===== src/rtl/mpsoc_dbg_core_ctrl_reg.sv =====
// ============================================================================
// mpsoc_dbg_core_ctrl_reg
//
// Purpose:
//   Per-core debug control for every core in the tile array, in the single CPU
//   clock domain. Each core n (flat index ((x*Y + y)*Z + z)*CORES_PER_TILE + t)
//   has:
//     - stall_reg[n] : host-controlled stall request, forced to 1 on breakpoint
//                      and on single-step completion
//     - bp_stat[n]   : sticky breakpoint status, write-1-to-clear
//     - step engine  : IDLE/RUN FSM that releases a stalled core for exactly
//                      STEP_CYCLES CPU cycles, then re-stalls it
//
// Register map (reg_addr_i):
//   0 STALL  : R/W, stall_reg
//   1 BPSTAT : R/W1C, bp_stat
//   2 STEP   : W starts a step per set bit, R returns the run vector
//   3 STATUS : R effective stall (cpu_stall_o); writes load xt_mask when the
//              cross-trigger option is built in, otherwise are ignored
//
// Optional feature (compile-time macro DBG_CROSS_TRIGGER_EN):
//   Adds xt_mask. A breakpoint on any masked core stalls every masked core and
//   aborts their steps on the next edge. bp_stat only records a core's own
//   breakpoint, and only the firing core gets the combinational stall.
//
// Ports:
//   cpu_clk_i    in   1       CPU clock, the only clock
//   cpu_rst_i    in   1       synchronous active-high reset
//   reg_we_i     in   1       host register write strobe (one cycle)
//   reg_addr_i   in   2       register address
//   reg_wdata_i  in   NCORES  write data, one bit per core
//   reg_rdata_o  out  NCORES  read data for reg_addr_i (combinational)
//   bp_i         in   NCORES  per-core breakpoint pulse/level
//   cpu_stall_o  out  NCORES  per-core stall request
//   step_busy_o  out  NCORES  core is executing a single step
//   halt_o       out  1       OR of all bp_stat bits
// ============================================================================
module mpsoc_dbg_core_ctrl_reg #(
    parameter int X              = 2,
    parameter int Y              = 2,
    parameter int Z              = 2,
    parameter int CORES_PER_TILE = 1,
    parameter int STEP_CYCLES    = 1,
    localparam int NCORES        = X * Y * Z * CORES_PER_TILE,
    localparam int CNT_W         = $clog2(STEP_CYCLES + 1)
) (
    input  logic              cpu_clk_i,
    input  logic              cpu_rst_i,
    input  logic              reg_we_i,
    input  logic [1:0]        reg_addr_i,
    input  logic [NCORES-1:0] reg_wdata_i,
    output logic [NCORES-1:0] reg_rdata_o,
    input  logic [NCORES-1:0] bp_i,
    output logic [NCORES-1:0] cpu_stall_o,
    output logic [NCORES-1:0] step_busy_o,
    output logic              halt_o
);

    localparam logic [1:0] ADDR_STALL  = 2'd0;
    localparam logic [1:0] ADDR_BPSTAT = 2'd1;
    localparam logic [1:0] ADDR_STEP   = 2'd2;
    localparam logic [1:0] ADDR_STATUS = 2'd3;

    typedef enum logic {
        ST_IDLE = 1'b0,
        ST_RUN  = 1'b1
    } step_state_t;

    logic              wr_stall;
    logic              wr_bpstat;
    logic              wr_step;

    logic [NCORES-1:0] stall_q;
    logic [NCORES-1:0] stall_d;
    logic [NCORES-1:0] bp_stat_q;
    logic [NCORES-1:0] bp_stat_d;

    // hit: breakpoint seen by a lane, either its own or a cross-trigger
    logic [NCORES-1:0] hit;
    logic [NCORES-1:0] step_done;
    logic [NCORES-1:0] run_vec;

    step_state_t       state_q [NCORES];
    step_state_t       state_d [NCORES];
    logic [CNT_W-1:0]  cnt_q   [NCORES];
    logic [CNT_W-1:0]  cnt_d   [NCORES];

    assign wr_stall  = reg_we_i && (reg_addr_i == ADDR_STALL);
    assign wr_bpstat = reg_we_i && (reg_addr_i == ADDR_BPSTAT);
    assign wr_step   = reg_we_i && (reg_addr_i == ADDR_STEP);

`ifdef DBG_CROSS_TRIGGER_EN
    logic [NCORES-1:0] xt_mask_q;
    logic              wr_xt;
    logic              xt_fire;

    assign wr_xt   = reg_we_i && (reg_addr_i == ADDR_STATUS);
    assign xt_fire = |(xt_mask_q & bp_i);

    always_ff @(posedge cpu_clk_i) begin
        if (cpu_rst_i) begin
            xt_mask_q <= '0;
        end else if (wr_xt) begin
            xt_mask_q <= reg_wdata_i;
        end
    end

    assign hit = bp_i | (xt_mask_q & {NCORES{xt_fire}});
`else
    assign hit = bp_i;
`endif

    // ------------------------------------------------------------------
    // Step engine: next state per lane
    // ------------------------------------------------------------------
    // A breakpoint in the same cycle as a STEP write wins: the core stays
    // stalled rather than starting a step that would be aborted at once.
    always_comb begin
        for (int n = 0; n < NCORES; n++) begin
            state_d[n]   = state_q[n];
            cnt_d[n]     = cnt_q[n];
            step_done[n] = 1'b0;
            run_vec[n]   = (state_q[n] == ST_RUN);
            case (state_q[n])
                ST_IDLE: begin
                    if (wr_step && reg_wdata_i[n] && stall_q[n] && !hit[n]) begin
                        state_d[n] = ST_RUN;
                        cnt_d[n]   = CNT_W'(STEP_CYCLES);
                    end
                end
                ST_RUN: begin
                    if (hit[n]) begin
                        state_d[n] = ST_IDLE;
                        cnt_d[n]   = '0;
                    end else if (cnt_q[n] == CNT_W'(1)) begin
                        // Last run cycle: the counter counts run cycles left
                        // including the current one, so RUN lasts STEP_CYCLES.
                        state_d[n]   = ST_IDLE;
                        cnt_d[n]     = '0;
                        step_done[n] = 1'b1;
                    end else begin
                        cnt_d[n] = cnt_q[n] - CNT_W'(1);
                    end
                end
                default: begin
                    state_d[n] = ST_IDLE;
                    cnt_d[n]   = '0;
                end
            endcase
        end
    end

    // ------------------------------------------------------------------
    // Step engine: state register
    // ------------------------------------------------------------------
    always_ff @(posedge cpu_clk_i) begin
        for (int n = 0; n < NCORES; n++) begin
            if (cpu_rst_i) begin
                state_q[n] <= ST_IDLE;
                cnt_q[n]   <= '0;
            end else begin
                state_q[n] <= state_d[n];
                cnt_q[n]   <= cnt_d[n];
            end
        end
    end

    // ------------------------------------------------------------------
    // Stall and breakpoint status registers
    // ------------------------------------------------------------------
    // Breakpoint and step completion force the bit to 1, so they can be
    // OR-ed over the host write path instead of an explicit priority chain.
    // A STALL write during RUN only changes stall_reg; the step continues.
    always_comb begin
        stall_d   = hit | step_done | (wr_stall ? reg_wdata_i : stall_q);
        // Set wins over a same-cycle write-1-to-clear.
        bp_stat_d = bp_i | (bp_stat_q & ~(wr_bpstat ? reg_wdata_i : '0));
    end

    always_ff @(posedge cpu_clk_i) begin
        if (cpu_rst_i) begin
            stall_q   <= '0;
            bp_stat_q <= '0;
        end else begin
            stall_q   <= stall_d;
            bp_stat_q <= bp_stat_d;
        end
    end

    // ------------------------------------------------------------------
    // Outputs
    // ------------------------------------------------------------------
    // bp_i stalls its own core combinationally; a running step masks the
    // registered stall so the core executes during RUN.
    assign cpu_stall_o = bp_i | (stall_q & ~run_vec);
    assign step_busy_o = run_vec;
    assign halt_o      = |bp_stat_q;

    always_comb begin
        reg_rdata_o = '0;
        case (reg_addr_i)
            ADDR_STALL:  reg_rdata_o = stall_q;
            ADDR_BPSTAT: reg_rdata_o = bp_stat_q;
            ADDR_STEP:   reg_rdata_o = run_vec;
            ADDR_STATUS: reg_rdata_o = cpu_stall_o;
            default:     reg_rdata_o = '0;
        endcase
    end

endmodule


===== config.mk =====
export PLATFORM = sky130hd
export DESIGN_NAME = mpsoc_dbg_core_ctrl_reg
export DESIGN_NICKNAME = d
export VERILOG_FILES = /design/src/rtl/mpsoc_dbg_core_ctrl_reg.sv
export SDC_FILE = /design/constraint.sdc
export NUM_CORES = 1
export LEC_CHECK = 0
export ABC_AREA = 1
export BUFFER_PORTS_ARGS = -buffer_cell sky130_fd_sc_hd__buf_2
export CELL_PAD_IN_SITES_DETAIL_PLACEMENT = 1
export CELL_PAD_IN_SITES_GLOBAL_PLACEMENT = 1
export CORE_MARGIN = 1
export CORE_UTILIZATION = 38
export DETAILED_ROUTE_END_ITERATION = 12
export PLACE_DENSITY_LB_ADDON = 0.1
export SETUP_SLACK_MARGIN = 0.02
export SLEW_MARGIN = 20
export SYNTH_ARGS = -nofsm -noshare
export SYNTH_HDL_FRONTEND = slang
export SYNTH_SLANG_ARGS = --single-unit

===== constraint.sdc =====
create_clock -name cpu_clk_i -period 2 [get_ports cpu_clk_i]
set_clock_uncertainty 0.2 [all_clocks]
set_input_delay 0.3 -clock cpu_clk_i [delete_from_list [all_inputs] [get_ports cpu_clk_i]]
set_output_delay 0.3 -clock cpu_clk_i [all_outputs]
set_load 0.01 [all_outputs]

== After elaboration in Yosys (flattened, before gate mapping) ==
Memories as Yosys holds them, arrays and structs flattened.
Index checks and enable logic that the tools add are counted.
Widths: inputs -> output; s select.

* Flip-flop bits (word level): 16
* RAM bits: 16
* Input port bits: 21
* Output and inout port bits: 25
* Word-level logic and storage cells: 194
* Memories kept: 2

{| class="wikitable"
|+ Memory list
! name !! depth !! bits a word !! rd ports !! clocked after Yosys merged registers in !! wr ports !! RTL line !! RTL
|-
| cnt_q || 8 || 1 || 8 || 0 || 8 || 85 || <nowiki>logic [CNT_W-1:0] cnt_q [NCORES];</nowiki>
|-
| state_q || 8 || 1 || 8 || 0 || 8 || 83 || <nowiki>step_state_t state_q [NCORES];</nowiki>
|}

* Add/subtract/negate cells: 8
* Equality and inequality tests: 3
* Muxes and demuxes: 110
* Bitwise logic cells: 32
* Reductions and logical operators: 37

{| class="wikitable"
|+ Operator list
! kind !! count
|-
| $mux 1 || 91
|-
| $or 8x8->8 || 4
|-
| $pmux 1 s2 || 16
|-
| $pmux 8 s4 || 1
|-
| $logic_and 1x1->1 || 27
|-
| $and 8x8->8 || 2
|-
| $mux 8 || 2
|-
| $not 8->8 || 2
|-
| $or 1x1->1 || 16
|-
| $logic_not 1->1 || 8
|-
| $not 1->1 || 8
|-
| $reduce_or 8->1 || 1
|-
| $sub 1x1->1 const B || 8
|-
| $eq 2x2->1 const B || 2
|-
| $eq 2x1->1 const B || 1
|-
| $logic_not 2->1 || 1
|}

== Logic depth before layout (Yosys ltp) ==
* Depth after elaboration: 8
* Mapped depth: 7
* Mapped depth without buffers: 7

== Least setup slack after synthesis ==
No wires, ideal clock.

* Path type: reg-to-output
* Start point: mem state_q[1][2] (netlist name)
* End point: out reg_rdata_o[6]
* Data arrival time: 0.915 ns
* Data required time: 1.500 ns
* Slack: 0.585 ns
* Stages on the path, launching flop included: 4
* Buffers on the path: 0
* Cells stage by stage: dfxtp_1 > o21ai_0 > nand2_1 > nand4_1

{| class="wikitable"
|+ RTL lines
! item !! RTL line !! RTL
|-
| start, declared || 83 ||
|-
| end, declared || 52 || <nowiki>output logic [NCORES-1:0] reg_rdata_o,</nowiki>
|}

==> qor.txt <==
final wirelength: 4892 µm
initial antenna violation count: 0
required time of the critical path: 1500 ps
routed length per instance: 12.91 µm
worst-path fanout max: 5
HPWL after detailed placement: 3630 µm
Synth top area share: 37.76%
core area: 4144 µm²
Peak VDD IR: 0.3008 mV
vias in the first global route: 1,740
post-CTS setup buffers: 0
Initial Util: 40.94%
CTS Buf Count: 5
Reg2Reg Setup Slack: 850 ps
Die Ht: 68.82 µm
critical path class: flop to output port
Synth area leaders: dfxtp_1, nand2_1, inv_1
Synth Area in XOR/XNOR: 0%
commonest non-fill, non-tap cell in the layout: nand2_1
largest family of logic cells by synthesized area: simple AND/OR/NAND/NOR gates
Max-Cap Viols: 0
Synth Area in Compound Gates: 6.121%
vias: 1,844
Root Driver: clkbuf_8
number of flops mapped to enable cells by yosys: 0
# rows: 23
Post-Synth Simple-Gate Area: 44.17%
Leak: 1.188 nW
Async S/R FF share, synth: 0%
CTS clk-pin slew, worst paths: 70 ps
Period Utilization, post-route: 87.63%
largest net degree at the start of global routing: 18
Final Max Tran Viols: 0
Avg Cell Area, Syn: 6.125 µm²
RSZ-0062 raised after global routing: false
Die Area: 4736 µm²
dpl cells: 371
pwr/cell area: 736.8 nW/µm²
# nets final: 349
gr ovfl total: 0
port buffer count: 45
Startpoint Class: flop
Final ANT Viol Nets: 0
Final Critical Period: 1753 ps
post-synthesis cell type count: 19
Fmax: 570.6 MHz
Seq/Total Area, Yosys: 37.76%
CTS Buffer Depth: 2
Crit. End Element: output port
DR pass1 iterations: 4
first-pass GRT wire length: 7969 µm
Layout fillers: 592
largest area contributor in the netlist: dfxtp_1
final std cells w/o fill: 379
# diodes: 0
top_reg_cell synth: dfxtp_1
Hold Violations, Final: 0
CTS tree: yes
cts hold-fix bufs: 0
PostCTS Resize Cnt: 0
Setup violations, final: 0
Die W: 68.82 µm
met3 routed WL: 166 µm
Syn Nets: 298
clock sinks: 32
Hold Crit Class: primary input to flop
register bit total from synthesis: 32
setup tns final: 0 ps
layout cells sized above 1: 20.06%
commonest non-fill, non-tap cells in the layout: nand2_1, buf_2, inv_1
Worst Max-Slew Pin Slew: 432.0 ps
I/O Pins: 46
Syn Std Cell Area: 1697 µm²
DRT iter0 DRCs: 65
adder-cell share of the synthesized area: 0%
Final GP Congestion: 0.8168
Syn Inst Count: 277
synth warn: 0
drc violations: 0
Top Metal Used: met4
post-synthesis mux area share: 0%
WL met1: 2430 µm
Skew-Pair Late Insertion Delay: 280 ps
DR vias/cell: 4.865
outcome: finished clean
WL met2: 2230 µm
area delta synth->final: 23.08%
CP arrival: 1250 ps
CTS HTree Levels: 2
Slew headroom: 71.13%
All-Layer GR Usage: 23.50%
[cell usage after synthesis (3+ instances only)]
| cell | instances |
|---|---|
| nand2_1 | 109 |
| inv_1 | 40 |
| a31oi_1 | 3 |
| a21oi_1 | 13 |
| nand4_1 | 8 |
| and2_1 | 3 |
| dfxtp_1 | 32 |
| inv_2 | 3 |
| o21ai_0 | 4 |
| buf_2 | 3 |
| nor2_1 | 23 |
| nand3_1 | 25 |
[routing by layer]
layer,vias up,global-route usage [%]
met1,842,29.84
met4,0,8.929
met5,-,0
met2,36,38.85
li1,960,-
met3,6,4.934
[through the flow]
step / hold WS [ps] / util, % / cell area [µm²] / power, W / worst slack (ps)
4_1_cts: 28.79 / 50.39 / 2088 / 0.001556 / 240.0
3_3_place_gp: 263.5 / 47.80 / 1981 / 0.0009368 / 336.2
2_1_floorplan: 210.5 / - / 1697 / 0.0008392 / 585.1
3_5_place_dp: 259.9 / 47.80 / 1981 / 0.0009415 / 287.9
5_1_grt: 34.67 / 50.39 / 2088 / 0.001617 / 131.8
6_report: 38.26 / 50.39 / 2088 / 0.001539 / 247.4
[layout make-up]
| cell class | count | area [µm²] | share of cell area [%] |
|---|---|---|---|
| Clock inverter | 2 | 35.03 | 1.678 |
| Clock buffer | 6 | 72.57 | 3.475 |
| Multi-Input combinational cell | 196 | 853.3 | 40.86 |
| Sequential cell | 32 | 640.6 | 30.68 |
| Inverter | 43 | 161.4 | 7.729 |
| Tap cell | 50 | 62.56 | 2.996 |
| Timing Repair Buffer | 50 | 262.8 | 12.58 |
[report_power, final]
part,switching (W),total [W],leakage [nW],internal [W]
sequential,0.0000247,0.000690,0.263,0.000666
combinational,0.000147,0.000238,0.870,0.0000909
clock,0.000241,0.000610,0.0552,0.000369
total,0.000413,0.00154,1.19,0.00113
[critical path: stages, from the launching register on]
cell and delay [ps]:
dfxtp_1 390, inv_1 70, nand2_1 80, nand2_1 80, nand2_1 70, nand4_1 100
buf_2 160
[state kept, by name (all words and copies together), names as in the netlist]
register / count
bp_stat_q: 8
cnt_q: 8
stall_q: 8
state_q: 8
[final timing paths]
path / depth (start not counted) / end / startpoint
worst max-delay path: 6 / reg_rdata_o[7] / state_q[1][3]
worst min-delay path: 2 / bp_stat_q[7] / reg_wdata_i[7]
worst max register to register: 5 / cnt_q[0][3] / state_q[0][3]
worst min register to register: 2 / cnt_q[1][2] / cnt_q[1][2]
[kinds of logic after synthesis]
| logic type | Yosys count |
|---|---|
| compound gates | 20 |
| flops | 32 |
| buf+inv | 49 |
| simple gates | 176 |
(Power assumes the default switching activity.)
